## config.mk

```make
export PLATFORM = sky130hd
export DESIGN_NAME = clb_config_loader_flat
export DESIGN_NICKNAME = d
export VERILOG_FILES = /design/src/rtl/clb_config_loader_if.sv /design/src/rtl/clb_config_loader.sv /design/src/flat_wrapper.sv
export SDC_FILE = /design/constraint.sdc
export NUM_CORES = 1
export LEC_CHECK = 0
export ABC_AREA = 1
export CORE_AREA = 2 2 119 109
export CTS_BUF_LIST = sky130_fd_sc_hd__clkbuf_16
export DETAILED_ROUTE_END_ITERATION = 7
export DIE_AREA = 0 0 121 111
export MAX_ROUTING_LAYER = met4
export PLACE_DENSITY = 0.78
export SLEW_MARGIN = 20
export SYNTH_ARGS = -nofsm -noshare
export SYNTH_HDL_FRONTEND = slang
export SYNTH_SLANG_ARGS = --single-unit
```

## constraint.sdc

```tcl
create_clock -name clk -period 2.9 [get_ports clk]
set_input_delay 0.58 -clock clk [delete_from_list [all_inputs] [get_ports clk]]
set_output_delay 0.58 -clock clk [all_outputs]
set_load 0.02 [all_outputs]
```

## src/rtl/clb_config_loader_if.sv

```systemverilog
// clb_config_loader_if: configuration beat stream in, committed word and status out.
interface clb_config_loader_if #(
    parameter int CFG_WIDTH = 64,
    parameter int BEAT_W    = 8
);
    logic                 cfg_start;
    logic [BEAT_W-1:0]    cfg_in_data;
    logic                 cfg_in_valid;
    logic                 cfg_in_ready;
    logic [CFG_WIDTH-1:0] config_out;
    logic                 comb_set;
    logic                 cfg_busy;
    logic                 cfg_done;
    logic                 cfg_err;

    modport master (
        output cfg_start, cfg_in_data, cfg_in_valid,
        input  cfg_in_ready, config_out, comb_set, cfg_busy, cfg_done, cfg_err
    );

    modport slave (
        input  cfg_start, cfg_in_data, cfg_in_valid,
        output cfg_in_ready, config_out, comb_set, cfg_busy, cfg_done, cfg_err
    );
endinterface

```

## src/rtl/clb_config_loader.sv

```systemverilog
// clb_config_loader: deserialises LSB-first beats into a staging word and commits it to the mux slice.
// Define CFG_PARITY_EN to add a trailing even-parity beat that must match before commit.
module clb_config_loader #(
    parameter int CFG_WIDTH = 64,
    parameter int BEAT_W    = 8
) (
    input logic                clk,
    input logic                rst_n,
    clb_config_loader_if.slave bus
);
    localparam int NBEATS = (CFG_WIDTH + BEAT_W - 1) / BEAT_W;
    localparam int CW     = $clog2(NBEATS + 1);
    localparam logic [CW-1:0] LAST = CW'(NBEATS - 1);

`ifdef CFG_PARITY_EN
    typedef enum logic [1:0] {IDLE, LOAD, COMMIT, PAR} state_t;
`else
    typedef enum logic [1:0] {IDLE, LOAD, COMMIT} state_t;
`endif

    state_t                 state_q, state_d;
    logic [CW-1:0]          cnt_q, cnt_d;
    logic [CFG_WIDTH-1:0]   stage_q, stage_d;
    logic [CFG_WIDTH-1:0]   out_q, out_d;
    logic                   done_q, done_d;
    logic                   err_q, err_d;
    logic [NBEATS*BEAT_W-1:0] wide;
    logic                   ready, xfer;

    always_ff @(posedge clk or negedge rst_n) begin
        if (!rst_n) begin
            state_q <= IDLE;
            cnt_q   <= '0;
            stage_q <= '0;
            out_q   <= '0;
            done_q  <= 1'b0;
            err_q   <= 1'b0;
        end else begin
            state_q <= state_d;
            cnt_q   <= cnt_d;
            stage_q <= stage_d;
            out_q   <= out_d;
            done_q  <= done_d;
            err_q   <= err_d;
        end
    end

    // The last beat may overhang CFG_WIDTH; the padded view lets the excess fall off.
    always_comb begin
        wide = '0;
        wide[CFG_WIDTH-1:0] = stage_q;
        wide[cnt_q*BEAT_W +: BEAT_W] = bus.cfg_in_data;
    end

    assign ready = (state_q == LOAD)
`ifdef CFG_PARITY_EN
                 | (state_q == PAR)
`endif
                 ;
    assign xfer = ready & bus.cfg_in_valid;

    always_comb begin
        state_d = state_q;
        cnt_d   = cnt_q;
        stage_d = stage_q;
        out_d   = out_q;
        done_d  = done_q;
        err_d   = err_q;
        case (state_q)
            IDLE: if (bus.cfg_start) begin
                state_d = LOAD;
                cnt_d   = '0;
                stage_d = '0;
                done_d  = 1'b0;
                err_d   = 1'b0;
            end
            LOAD: if (bus.cfg_start) begin
                cnt_d   = '0;
                stage_d = '0;
            end else if (xfer) begin
                stage_d = wide[CFG_WIDTH-1:0];
                cnt_d   = cnt_q + 1'b1;
                if (cnt_q == LAST) begin
                    cnt_d = '0;
`ifdef CFG_PARITY_EN
                    state_d = PAR;
`else
                    state_d = COMMIT;
                    out_d   = wide[CFG_WIDTH-1:0];
`endif
                end
            end
`ifdef CFG_PARITY_EN
            PAR: if (bus.cfg_start) begin
                state_d = LOAD;
                cnt_d   = '0;
                stage_d = '0;
            end else if (xfer) begin
                if (bus.cfg_in_data[0] == ^stage_q) begin
                    state_d = COMMIT;
                    out_d   = stage_q;
                end else begin
                    state_d = IDLE;
                    err_d   = 1'b1;
                end
            end
`endif
            COMMIT: begin
                state_d = IDLE;
                done_d  = 1'b1;
            end
            default: state_d = IDLE;
        endcase
    end

    always_comb begin
        bus.cfg_in_ready = ready;
        bus.config_out   = out_q;
        bus.comb_set     = state_q == COMMIT;
        bus.cfg_busy     = state_q != IDLE;
        bus.cfg_done     = done_q;
        bus.cfg_err      = err_q;
    end
endmodule

```

## src/flat_wrapper.sv

```systemverilog
// flat-port wrapper written by rule: the top's interface ports become plain ports
module clb_config_loader_flat 
#(
    parameter int CFG_WIDTH = 64,
    parameter int BEAT_W    = 8
)
  (clk, rst_n, bus_cfg_start, bus_cfg_in_data, bus_cfg_in_valid, bus_cfg_in_ready, bus_config_out, bus_comb_set, bus_cfg_busy, bus_cfg_done, bus_cfg_err);
  clb_config_loader_if #(.CFG_WIDTH(CFG_WIDTH), .BEAT_W(BEAT_W)) bus_i ();
  input logic clk;
  input logic rst_n;
  input wire logic [$bits(bus_i.cfg_start)-1:0] bus_cfg_start;
  input wire logic [$bits(bus_i.cfg_in_data)-1:0] bus_cfg_in_data;
  input wire logic [$bits(bus_i.cfg_in_valid)-1:0] bus_cfg_in_valid;
  output wire logic [$bits(bus_i.cfg_in_ready)-1:0] bus_cfg_in_ready;
  output wire logic [$bits(bus_i.config_out)-1:0] bus_config_out;
  output wire logic [$bits(bus_i.comb_set)-1:0] bus_comb_set;
  output wire logic [$bits(bus_i.cfg_busy)-1:0] bus_cfg_busy;
  output wire logic [$bits(bus_i.cfg_done)-1:0] bus_cfg_done;
  output wire logic [$bits(bus_i.cfg_err)-1:0] bus_cfg_err;
  assign bus_i.cfg_start = bus_cfg_start;
  assign bus_i.cfg_in_data = bus_cfg_in_data;
  assign bus_i.cfg_in_valid = bus_cfg_in_valid;
  assign bus_cfg_in_ready = bus_i.cfg_in_ready;
  assign bus_config_out = bus_i.config_out;
  assign bus_comb_set = bus_i.comb_set;
  assign bus_cfg_busy = bus_i.cfg_busy;
  assign bus_cfg_done = bus_i.cfg_done;
  assign bus_cfg_err = bus_i.cfg_err;
  clb_config_loader #(.CFG_WIDTH(CFG_WIDTH), .BEAT_W(BEAT_W)) u_core (.clk(clk), .rst_n(rst_n), .bus(bus_i));
endmodule
```

# [Word level (Yosys, flattened, before mapping)]
# Index checks and enable logic that the tools add are counted.
[classes] n_bitwise=2 shifts=2 n_eq_ne=8 addsub=2 mux=17 n_reduce_logical=8
[ops] operator="64-bit two-way mux" count=3
[ops] operator="64-bit case mux with 2 select lines" count=1
[ops] operator="64-bit bitwise mux" count=1
[ops] operator="8-bit by 34-bit variable shift with 64-bit output, first input constant" count=1
[ops] operator="8-bit by 34-bit variable part select with 64-bit output" count=1
[ops] operator="7-bit negator with 34-bit output" count=1
[ops] operator="4-bit two-way mux" count=4
[ops] operator="2-bit two-way mux" count=4
[ops] operator="2-bit inequality test, second input constant" count=4
[ops] operator="4-bit case mux with 2 select lines" count=1
[ops] operator="4-bit AND reduction" count=2
[ops] operator="2-bit nonzero test" count=3
[ops] operator="4-bit by 1-bit adder with 4-bit output, second input constant" count=1
[ops] operator="4-bit by 3-bit == test with 1-bit output, second input constant" count=1
[ops] operator="2-bit case mux with 2 select lines" count=1
[ops] operator="3-bit inequality test, second input constant" count=1
[ops] operator="3-bit AND reduction" count=1
[ops] operator="2-bit by 1-bit == test with 1-bit output, second input constant" count=1
[ops] operator="2-bit == test, second input constant" count=1
[ops] operator="2-bit logical NOT" count=1
[ops] operator="1-bit case mux with 2 select lines" count=1
[ops] operator="2-bit AND reduction" count=1
[ops] operator="1-bit AND" count=1
[ops] operator="1-bit two-way mux" count=1
[ops] operator="1-bit NOT" count=1
[totals] output_inout_bits=69 input_bits=12 elab_cells=44 ff_bits=135

# [Depth between registers and ports, before layout]
# Gate-level depths: netlist of run 1.
[logic_depth] ltp_word=6 ltp_mapped=14 ltp_nobuf=12

# [Worst setup path after synthesis of run 1]
# OpenSTA, ideal clock, no wires.
[synth_timing] kind="register to register" start="register u_core.cnt_q[0]" end="register u_core.stage_q[24]" required_time_ns=2.834 path_stages_with_launch=12 slack_ns=0.567 setup_time_ns=0.066 period_less_slack_ns=2.333 arrival_ns=2.267 n_path_buf=4 path_cell_list="dfrtp_1 -> buf_2 -> inv_2 -> buf_2 -> buf_2 -> ha_1 -> inv_2 -> buf_1 -> nand4_2 -> nand2_1 -> nand3_1 -> nand2_1"
[synth_via] elab_chain_cells=6 elab_cells_between_ends=7 cone_classes="add/sub (1); shift (2); mux (4)"
[synth_rtl] item="from (decl)" line="clb_config_loader.sv:22" rtl="logic [CW-1:0] cnt_q, cnt_d;"
[synth_rtl] item="from (signal assigned)" line="clb_config_loader.sv:40" rtl="cnt_q <= cnt_d;"
[synth_rtl] item="7-bit negator with 34-bit output (*)" line="clb_config_loader.sv:52" rtl="wide[cnt_q*BEAT_W +: BEAT_W] = bus.cfg_in_data;"
[synth_rtl] item="8-bit by 34-bit variable part select with 64-bit output or 8-bit by 34-bit variable shift with 64-bit output (tied branches)" line="clb_config_loader.sv:52"
[synth_rtl] item="64-bit bitwise mux (*)" line="clb_config_loader.sv:52"
[synth_rtl] item="64-bit two-way mux (*)" line="clb_config_loader.sv:80" rtl="end else if (xfer) begin"
[synth_rtl] item="64-bit two-way mux (*)" line="clb_config_loader.sv:77" rtl="LOAD: if (bus.cfg_start) begin"
[synth_rtl] item="64-bit case mux with 2 select lines (*)" line="clb_config_loader.sv:69" rtl="case (state_q)"
[synth_rtl] item="to (signal assigned)" line="clb_config_loader.sv:41" rtl="stage_q <= stage_d;"
[synth_rtl] item="to (decl)" line="clb_config_loader.sv:23" rtl="logic [CFG_WIDTH-1:0] stage_q, stage_d;"
# Every way passes the cells marked *; elsewhere a longest branch is shown, timed or not. The select of a mux whose other input is x is not followed.
# A chain may end at the register's enable or synchronous reset.

# [Worst setup path after layout of run 1]
[layout_timing] start="register u_core.cnt_q[0]" end="register u_core.out_q[51] (netlist: u_core.bus.config_out[51])"
[layout_via] elab_chain_cells=3 elab_cells_between_ends=6 cone_classes="add/sub (1); eq/ne (1); shift (2); mux (1); reduce/logical (1)"
[layout_rtl] item="7-bit negator with 34-bit output" line="clb_config_loader.sv:52"
[layout_rtl] item="8-bit by 34-bit variable part select with 64-bit output or 8-bit by 34-bit variable shift with 64-bit output (tied branches)" line="clb_config_loader.sv:52"
[layout_rtl] item="64-bit bitwise mux" line="clb_config_loader.sv:52"
[layout_rtl] item="to (signal assigned)" line="clb_config_loader.sv:42" rtl="out_q <= out_d;"
[layout_rtl] item="to (decl)" line="clb_config_loader.sv:24" rtl="logic [CFG_WIDTH-1:0] out_q, out_d;"
# Parallel ways exist; a longest one is shown, timed or not.

==> results.toml, run 1 <==
[clocking]
htree_levels = 4
cts_tree = "built"
root_buffer = "clkbuf_16"
cts_setup_buffers = 0
clock_sinks = 135
clockBufferDepth = 2
cts.reportedPaths.clkPinSlew_ps = 50
cts_buffers = 17
cts_resized = 0
cts_hold_buf = 0
clkLatencyLatePin_ps = 420

[floorplan]
core_area_um2 = 12300
rows = 39
die_w_um = 121
dieArea_um2 = 13400
ios = 81
die_h_um = 111
start_util_pct = 53.4

[setup_path]
critPathMaxStageDelay_ps = 660
worstPathRequired_ps = 3190
worstPathCellList = "buf_4 > ha_1 > nand2_1 > nor2_1 > inv_1 > nor2_4 > clkinv_2 > nand2_1 > nand2_1"
cp_slowest_cell = "clkinv_2"
crit_cells = 9
critPathLaunchType = "flip-flop"
worstSetupEndpointType = "flip-flop"
cp_common_cell = "nand2_1"
arrival_ps = 2840
crit_family = "buffers and inverters"
cp_num_buf_inv = 3
critPathKind = "flip-flop to flip-flop"
rr_worst_depth = 9
cp_max_fo = 64

[logic_synthesis]
syn_avg_cell_area_um2 = 7.79
synth_cells = 847
ys_types = 31
synth-seq-area-share_pct = 51.2
synth_area_um2 = 6600
syn-num-nets = 862
yosys_warnings = 0
ys_ff_latch = 135

[global_route]
grt_use_total_pct = 26.5
grt_pass1_vias = 5495
overflow = 0
use_met1_pct = 38.6
grt_use_met2_pct = 37.3
grt_busiest_layer = "met1"
met3_usage_pct = 5.56
grt_pass1_wl_um = 27400
antenna_found_initial = 0
grt_start_max_net_pins = 118

[place]
routabilityCongestion = 0.902
port_buffers = 79
dpl.hpwl_um = 10200
dpl_cell_area_um2 = 7480

[route]
vias = 5750
drt_first_iter_violations = 539
viasPerCell = 5.30
avgRoutedWirePerCell_um = 14.5
wl_um = 15700
ant_nets = 0
firstDrtPassIters = 5
drc = 0

[sta]
setup_viol = 0
rsz0062_at_grt = "no"
finalCritPeriodShare_pct = 87.9
max_freq_mhz = 392
worst_slew_pin_slew_ps = 874
tns_ps = 0
hold_ws_ps = 29.7
finalClockSkew_ps = 7.26
drv_slew = 0
slew_headroom_pct = 41.7
finalHoldViolCount = 0
fin_crit_ps = 2550

[run_status]
status = "finished clean"

[final_layout]
n_antenna_cell = 0
final_util_pct = 64.5
fin_nets = 926
drive_gt1_share_pct = 6.09
stdcell_area_um2 = 7960
area_delta_synth_final_pct = 20.6

[job]
max_cap_violations = 0

[power]
vdd_drop_max_mv = 0.440
p_leak_uw = 0.00423
power.density_nw_per_um2 = 527

[min_path]
hp-class = "primary input to async pin"
-- where the power goes --
part	leakage (uW)	internal [uW]	switching, uW	total, uW
logic	0.00212	121	389	510
clock network	0.000238	1040	726	1760
registers	0.00188	1910	14.1	1920
-- layout by cell type (no fill, tap or decap), drive strengths merged, types with 3 or more instances in the layout --
| cell | instances |
|---|---|
| clkdlybuf4s50 | 78 |
| ha | 3 |
| nand3 | 181 |
| buf | 8 |
| clkbuf | 17 |
| clkinv | 9 |
| nand3b | 6 |
| dfrtp | 135 |
| nor2 | 18 |
| nand2 | 326 |
| nand4 | 21 |
| inv | 90 |
| o21ai | 20 |
-- final timing paths --
check | startpoint | endpoint | slack [ps]
worst min-delay path | rst_n | u_core.bus.config_out[45] | 30
max in group asynchronous | rst_n | u_core.stage_q[42] | 2000
worst max-delay path | u_core.cnt_q[0] | u_core.bus.config_out[51] | 350
worst min register to register | u_core.stage_q[63] | u_core.stage_q[63] | 480
min in group clk | u_core.stage_q[63] | u_core.stage_q[63] | 480
worst max register to register | u_core.cnt_q[0] | u_core.bus.config_out[51] | 350
-- area by class of cell --
class | count | area, um2
multi-input combinational | 582 | 2710
timing repair buffer | 86 | 853
inverter | 89 | 335
sequential | 135 | 3380
clock inverter | 11 | 47.5
fill | 1034 | 4390
tap | 164 | 205
clock buffer | 17 | 425
-- cells in the mapped netlist, drive strengths merged --
| library cell | n | area share [%] |
|---|---|---|
| nand2 | 326 | 19 |
| nand4 | 21 | 2.6 |
| nor2 | 18 | 1.8 |
| xor2 | 1 | 0.13 |
| a21boi | 1 | 0.28 |
| conb | 1 | 0.057 |
| inv | 89 | 5.1 |
| a21oi | 1 | 0.076 |
| a22o | 1 | 0.13 |
| nand3b | 6 | 0.68 |
| clkbuf | 15 | 0.85 |
| nand3 | 181 | 14 |
| o21ai | 20 | 1.6 |
| o22ai | 2 | 0.19 |
| dfrtp | 135 | 51 |
| buf | 26 | 2.2 |
| ha | 3 | 0.57 |
-- per-layer routing --
| layer | routed length [um] | vias up |
|---|---|---|
| met5 | 0 | - |
| met4 | 207 | 0 |
| met3 | 741 | 20 |
| met2 | 7260 | 178 |
| met1 | 7530 | 2703 |
| li1 | - | 2849 |
-- registers in the layout (all words and copies together), names as in the netlist --
name and flops:
u_core.bus.cfg_done 1, u_core.bus.config_out 64, u_core.cnt_q 4, u_core.stage_q 64, u_core.state_q 2
-- cell families (layout without fill, tap and decap cells) --
family          count (synthesis)  after routing  synth area share, %
flops                         135            135                 51.2
other cells                     1              1               0.0568
simple gates                  552            552                 37.7
compound gates                 25             25                 2.26
buf+inv                       130            203                 8.08
xor+xnor                        1              1                0.133
fa+ha+maj                       3              3                0.569
-- through the flow --
step / worst slack (ps) / power [uW] / cells
2_1_floorplan: 567 / 2300 / 847
3_3_place_gp: 330 / 2450 / 1056
3_5_place_dp: 265 / 2460 / 1056
4_1_cts: 474 / 4210 / 1084
5_1_grt: 132 / 4370 / 1084
6_report: 351 / 4200 / 1084
No activity file was read; power rests on OpenSTA's default activity.
==> run 2: changes to the inputs <==
MAX_ROUTING_LAYER = not set   (was met4)
SLEW_MARGIN = not set   (was 20)
==> run 2 against run 1 <==
Net effect:
- die area is the same
- critical endpoint is now u_core.bus.config_out[48]
- register-to-register slack about the same
- total power up 2.0%
- largest cell class unchanged
- sequential power is essentially flat
==> results.toml, run 2 (synthesis gave the netlist of run 1 again) <==
[final_layout]
drive_gt1_share_pct = 6.82
final_common_cell = "nand2_1"
area_delta_synth_final_pct = 21.3
most-common-layout-cells = "323 x nand2_1, 180 x nand3_1, 135 x dfrtp_1"
n_antenna_cell = 0
fin_nets = 927

[clocking]
cts.reportedPaths.clkPinSlew_ps = 60
cts_hold_buf = 0
cts_resized = 0
htree_levels = 4
clkLatencyLatePin_ps = 410
root_buffer = "clkbuf_16"
cts_tree = "built"
cts_buffers = 17
clockBufferDepth = 2
cts_setup_buffers = 0
clock_sinks = 135

[route]
drt_first_iter_violations = 487
avgRoutedWirePerCell_um = 14.7
wl_um = 16000
dr.max_layer_used = "met4"
wl_met1_um = 7380
wl_met3_um = 1100
ant_nets = 0
route.met2.wl_um = 7350
firstDrtPassIters = 6
vias = 5815
viasPerCell = 5.34
drc = 0

[power]
vdd_drop_max_mv = 0.354
power.density_nw_per_um2 = 535
p_leak_uw = 0.00426

[global_route]
grt_start_max_net_pins = 66
grt_pass1_wl_um = 27400
antenna_found_initial = 0
overflow = 0
grt_pass1_vias = 5448
grt_use_total_pct = 25.5

[setup_path]
cp_max_fo = 22
cp_num_buf_inv = 2
critPathLaunchType = "flip-flop"
r2r_slack_ps = 360
critPathMaxStageDelay_ps = 390
worstPathRequired_ps = 3250
worstSetupEndpointType = "flip-flop"
crit_family = "simple AND/OR/NAND/NOR gates"
arrival_ps = 2890
cp_slowest_cell = "nor2_2"
worstPathCellList = "inv_2 > ha_1 > inv_2 > nor2_2 > nand3_1 > nand2_1 > nand3_1 > nand2_1"
r2r-start = "u_core.cnt_q[0]"
critPathKind = "flip-flop to flip-flop"
critPathLaunch = "u_core.cnt_q[0]"

[sta]
worst_slew_pin_slew_ps = 1070
tns_ps = 0
max_freq_mhz = 394
finalHoldViolCount = 0
setup_viol = 0
finalClockSkew_ps = 5.79
finalCritPeriodShare_pct = 87.5
drv_slew = 0
layout_setup_ws_ps = 363
rsz0062_at_grt = "no"
fin_crit_ps = 2540
slew_headroom_pct = 28.8

[place]
dp_slack_ps = 240
routabilityCongestion = 0.930
dpl.hpwl_um = 10200
port_buffers = 79

[floorplan]
die_h_um = 111
ios = 81
start_util_pct = 53.4
dieArea_um2 = 13400
die_w_um = 121
core_area_um2 = 12300
rows = 39

[job]
max_cap_violations = 0

[run_status]
status = "finished clean"

[min_path]
hp-class = "primary input to async pin"
[run 2: cell count changes in the layout (fill, tap and decap cells not counted)]
cell,before,now
clkinvlp_4,1,3
clkinv_1,6,3
buf_12,1,2
inv_2,6,7
clkinv_2,3,6
[run 2: worst paths after layout]
path	to	cells past startpoint
max	u_core.bus.config_out[48]	8
min	u_core.bus.config_out[49]	1
max reg2reg	u_core.bus.config_out[48]	8
min reg2reg	u_core.stage_q[30]	2
max in group asynchronous	u_core.bus.config_out[9]	2
min in group clk	u_core.stage_q[30]	2
[run 2: cell type report]
type / count / area, um2
Fill cell: 1012 / 4350
Inverter: 89 / 334
Multi-Input combinational cell: 582 / 2710
Sequential cell: 135 / 3380
Timing Repair Buffer: 87 / 873
Tap cell: 164 / 205
Clock buffer: 17 / 425
Clock inverter: 14 / 71.3
[run 2: metrics by stage]
stage	hold WS (ps)	instance area, um2	utilization [%]	cells	total power, uW
2_1_floorplan	284	6600	-	847	2300
3_3_place_gp	460	7500	60.8	1057	2460
3_5_place_dp	465	7500	60.8	1057	2460
4_1_cts	182	8000	64.8	1088	4280
5_1_grt	204	8000	64.8	1088	4450
6_report	163	8000	64.8	1088	4280
[run 2: per-layer routing]
metal | vias to the layer above | track usage (%)
met4 | 0 | 6.98
met2 | 210 | 37.3
met5 | - | 0
met3 | 19 | 6.17
met1 | 2741 | 38.2
li1 | 2845 | -
[run 2: report_power, final]
part           total [uW]  switching, uW  internal, uW  leakage [uW]
logic                 520            397           123       0.00213
registers            1920           13.8          1910       0.00188
clock network        1840            784          1060      0.000249
total                4280           1190          3090       0.00426
==> run 3: changes to the inputs <==
CORE_AREA = 2 2 126 103   (was 2 2 119 109)
DIE_AREA = 0 0 128 105   (was 0 0 121 111)
==> run 3 against run 2 <==
Net effect:
- maximum frequency rose by 1.1%
- critical endpoint is now u_core.stage_q[54]
- final cell count fell by 1.1%
- clock-buffer cell count did not move
- register-to-register slack improved by 30 ps
- utilization rose by 1.9 points
- clock power rose by 6%
- sequential power barely moved
==> results.toml, run 3 (synthesis gave the netlist of run 1 again) <==
[power]
swShare_pct = 26.1
switchingPower_uw = 1150
power.density_nw_per_um2 = 546
p_comb_share_pct = 12.0
clockPowerShare_pct = 44.3
vdd_drop_max_mv = 0.402
sequentialPowerShare_pct = 43.7
p_int_uw = 3250
p_leak_uw = 0.00429

[floorplan]
die_h_um = 105
dieArea_um2 = 13400
ios = 81
rows = 36
start_util_pct = 54.7
die_w_um = 128
core_area_um2 = 12100

[final_layout]
most-common-layout-cells = "323 x nand2_1, 180 x nand3_1, 135 x dfrtp_1"
final_util_pct = 66.7
n_antenna_cell = 0
fillCellCount = 1009
area_delta_synth_final_pct = 22.1
final_common_cell = "nand2_1"
drive_gt1_share_pct = 6.49
stdcell_area_um2 = 8060
fin_nets = 930
final_cells = 1076

[route]
wl_um = 16600
wl_met3_um = 1140
route.met2.wl_um = 7560
firstDrtPassIters = 7
drc = 0
ant_nets = 0
avgRoutedWirePerCell_um = 15.4
viasPerCell = 5.49
wl_met1_um = 7660
drt_first_iter_violations = 660
dr.max_layer_used = "met4"
vias = 5902

[min_path]
hp-class = "primary input to async pin"

[sta]
rsz0062_at_grt = "no"
finalCritPeriodShare_pct = 86.5
worst_slew_pin_slew_ps = 715
slew_headroom_pct = 52.3
finalClockSkew_ps = 9.26
setup_viol = 0
drv_slew = 0
fin_crit_ps = 2510
tns_ps = 0
finalHoldViolCount = 0
hold_ws_ps = 154
max_freq_mhz = 399

[setup_path]
worstSetupEndpointType = "flip-flop"
worstPathRequired_ps = 3230
critPathLaunchType = "flip-flop"
r2r_slack_ps = 390
arrival_ps = 2830
cp_max_fo = 12
rr_worst_depth = 9
critPathKind = "flip-flop to flip-flop"
r2r-end = "u_core.stage_q[54]"
r2r-start = "u_core.cnt_q[2]"

[run_status]
status = "finished clean"

[global_route]
grt_use_total_pct = 26.0
overflow = 0
grt_pass1_vias = 5520
grt_start_max_net_pins = 65
antenna_found_initial = 0
grt_pass1_wl_um = 27400

[place]
dpl.hpwl_um = 10900
routabilityCongestion = 0.953
port_buffers = 79
dpl_cell_area_um2 = 7540
dp_cells = 1048

[clocking]
cts_setup_buffers = 0
clock_sinks = 135
htree_levels = 4
root_buffer = "clkbuf_16"
clkLatencyLatePin_ps = 420
clockBufferDepth = 2
cts_tree = "built"
cts_hold_buf = 0
cts_resized = 0
cts_buffers = 17
cts.reportedPaths.clkPinSlew_ps = 50

[job]
max_cap_violations = 0
## run 3: changes by cell type in the layout (fill, tap and decap cells not counted)
| cell | previous run | this run |
|---|---|---|
| bufinv_16 | 0 | 2 |
| buf_12 | 2 | 4 |
| clkinv_1 | 3 | 6 |
| buf_4 | 7 | 8 |
| clkinvlp_4 | 3 | 0 |
| clkinv_2 | 6 | 1 |
## run 3: power by group through the flow
stage	Clock [uW]	Sequential [uW]	Combinational, uW
after floorplan	0	1950	349
after global placement	0	1950	502
final	1950	1920	526
after detailed placement	0	1950	511
after global routing	2060	1920	572
after CTS	1970	1920	518
## run 3: how the worst max path moves through the flow
stage	startpoint	depth (start not counted)	end
after global routing	u_core.cnt_q[0]	8	u_core.stage_q[54]
after CTS	u_core.cnt_q[2]	9	u_core.stage_q[54]
final	u_core.cnt_q[2]	9	u_core.stage_q[54]
after global placement	bus_cfg_start	9	u_core.bus.config_out[32]
after detailed placement	bus_cfg_start	9	u_core.bus.config_out[32]
after floorplan	u_core.cnt_q[0]	11	u_core.stage_q[24]
## run 3: per-layer routing
metal / track usage [%] / vias to the layer above
li1: - / 2838
met3: 4.97 / 23
met4: 8.48 / 0
met2: 38.5 / 236
met5: 0 / -
met1: 38.8 / 2805
## run 3: cell type report
class | count | area [um2] | area share (%)
clock buffer | 17 | 425 | 5.28
sequential | 135 | 3380 | 41.9
inverter | 89 | 334 | 4.15
tap | 152 | 190 | 2.36
clock inverter | 11 | 95.1 | 1.18
timing repair buffer | 90 | 921 | 11.4
multi-input combinational | 582 | 2710 | 33.7
## run 3: critical path, cell delays in order (launching register included)
cell	delay, ps
dfrtp_1	470
nor2_1	100
nand2_1	140
inv_1	80
ha_1	380
a21boi_4	440
nand3_1	370
nand2_1	220
nand3_1	100
o21ai_0	110
## run 3: stage by stage
stage                     power (uW)  worst slack [ps]
after floorplan                 2300               567
after global placement          2460               537
after CTS                       4410               431
after detailed placement        2460               502
after global routing            4560               229
final                           4400               392
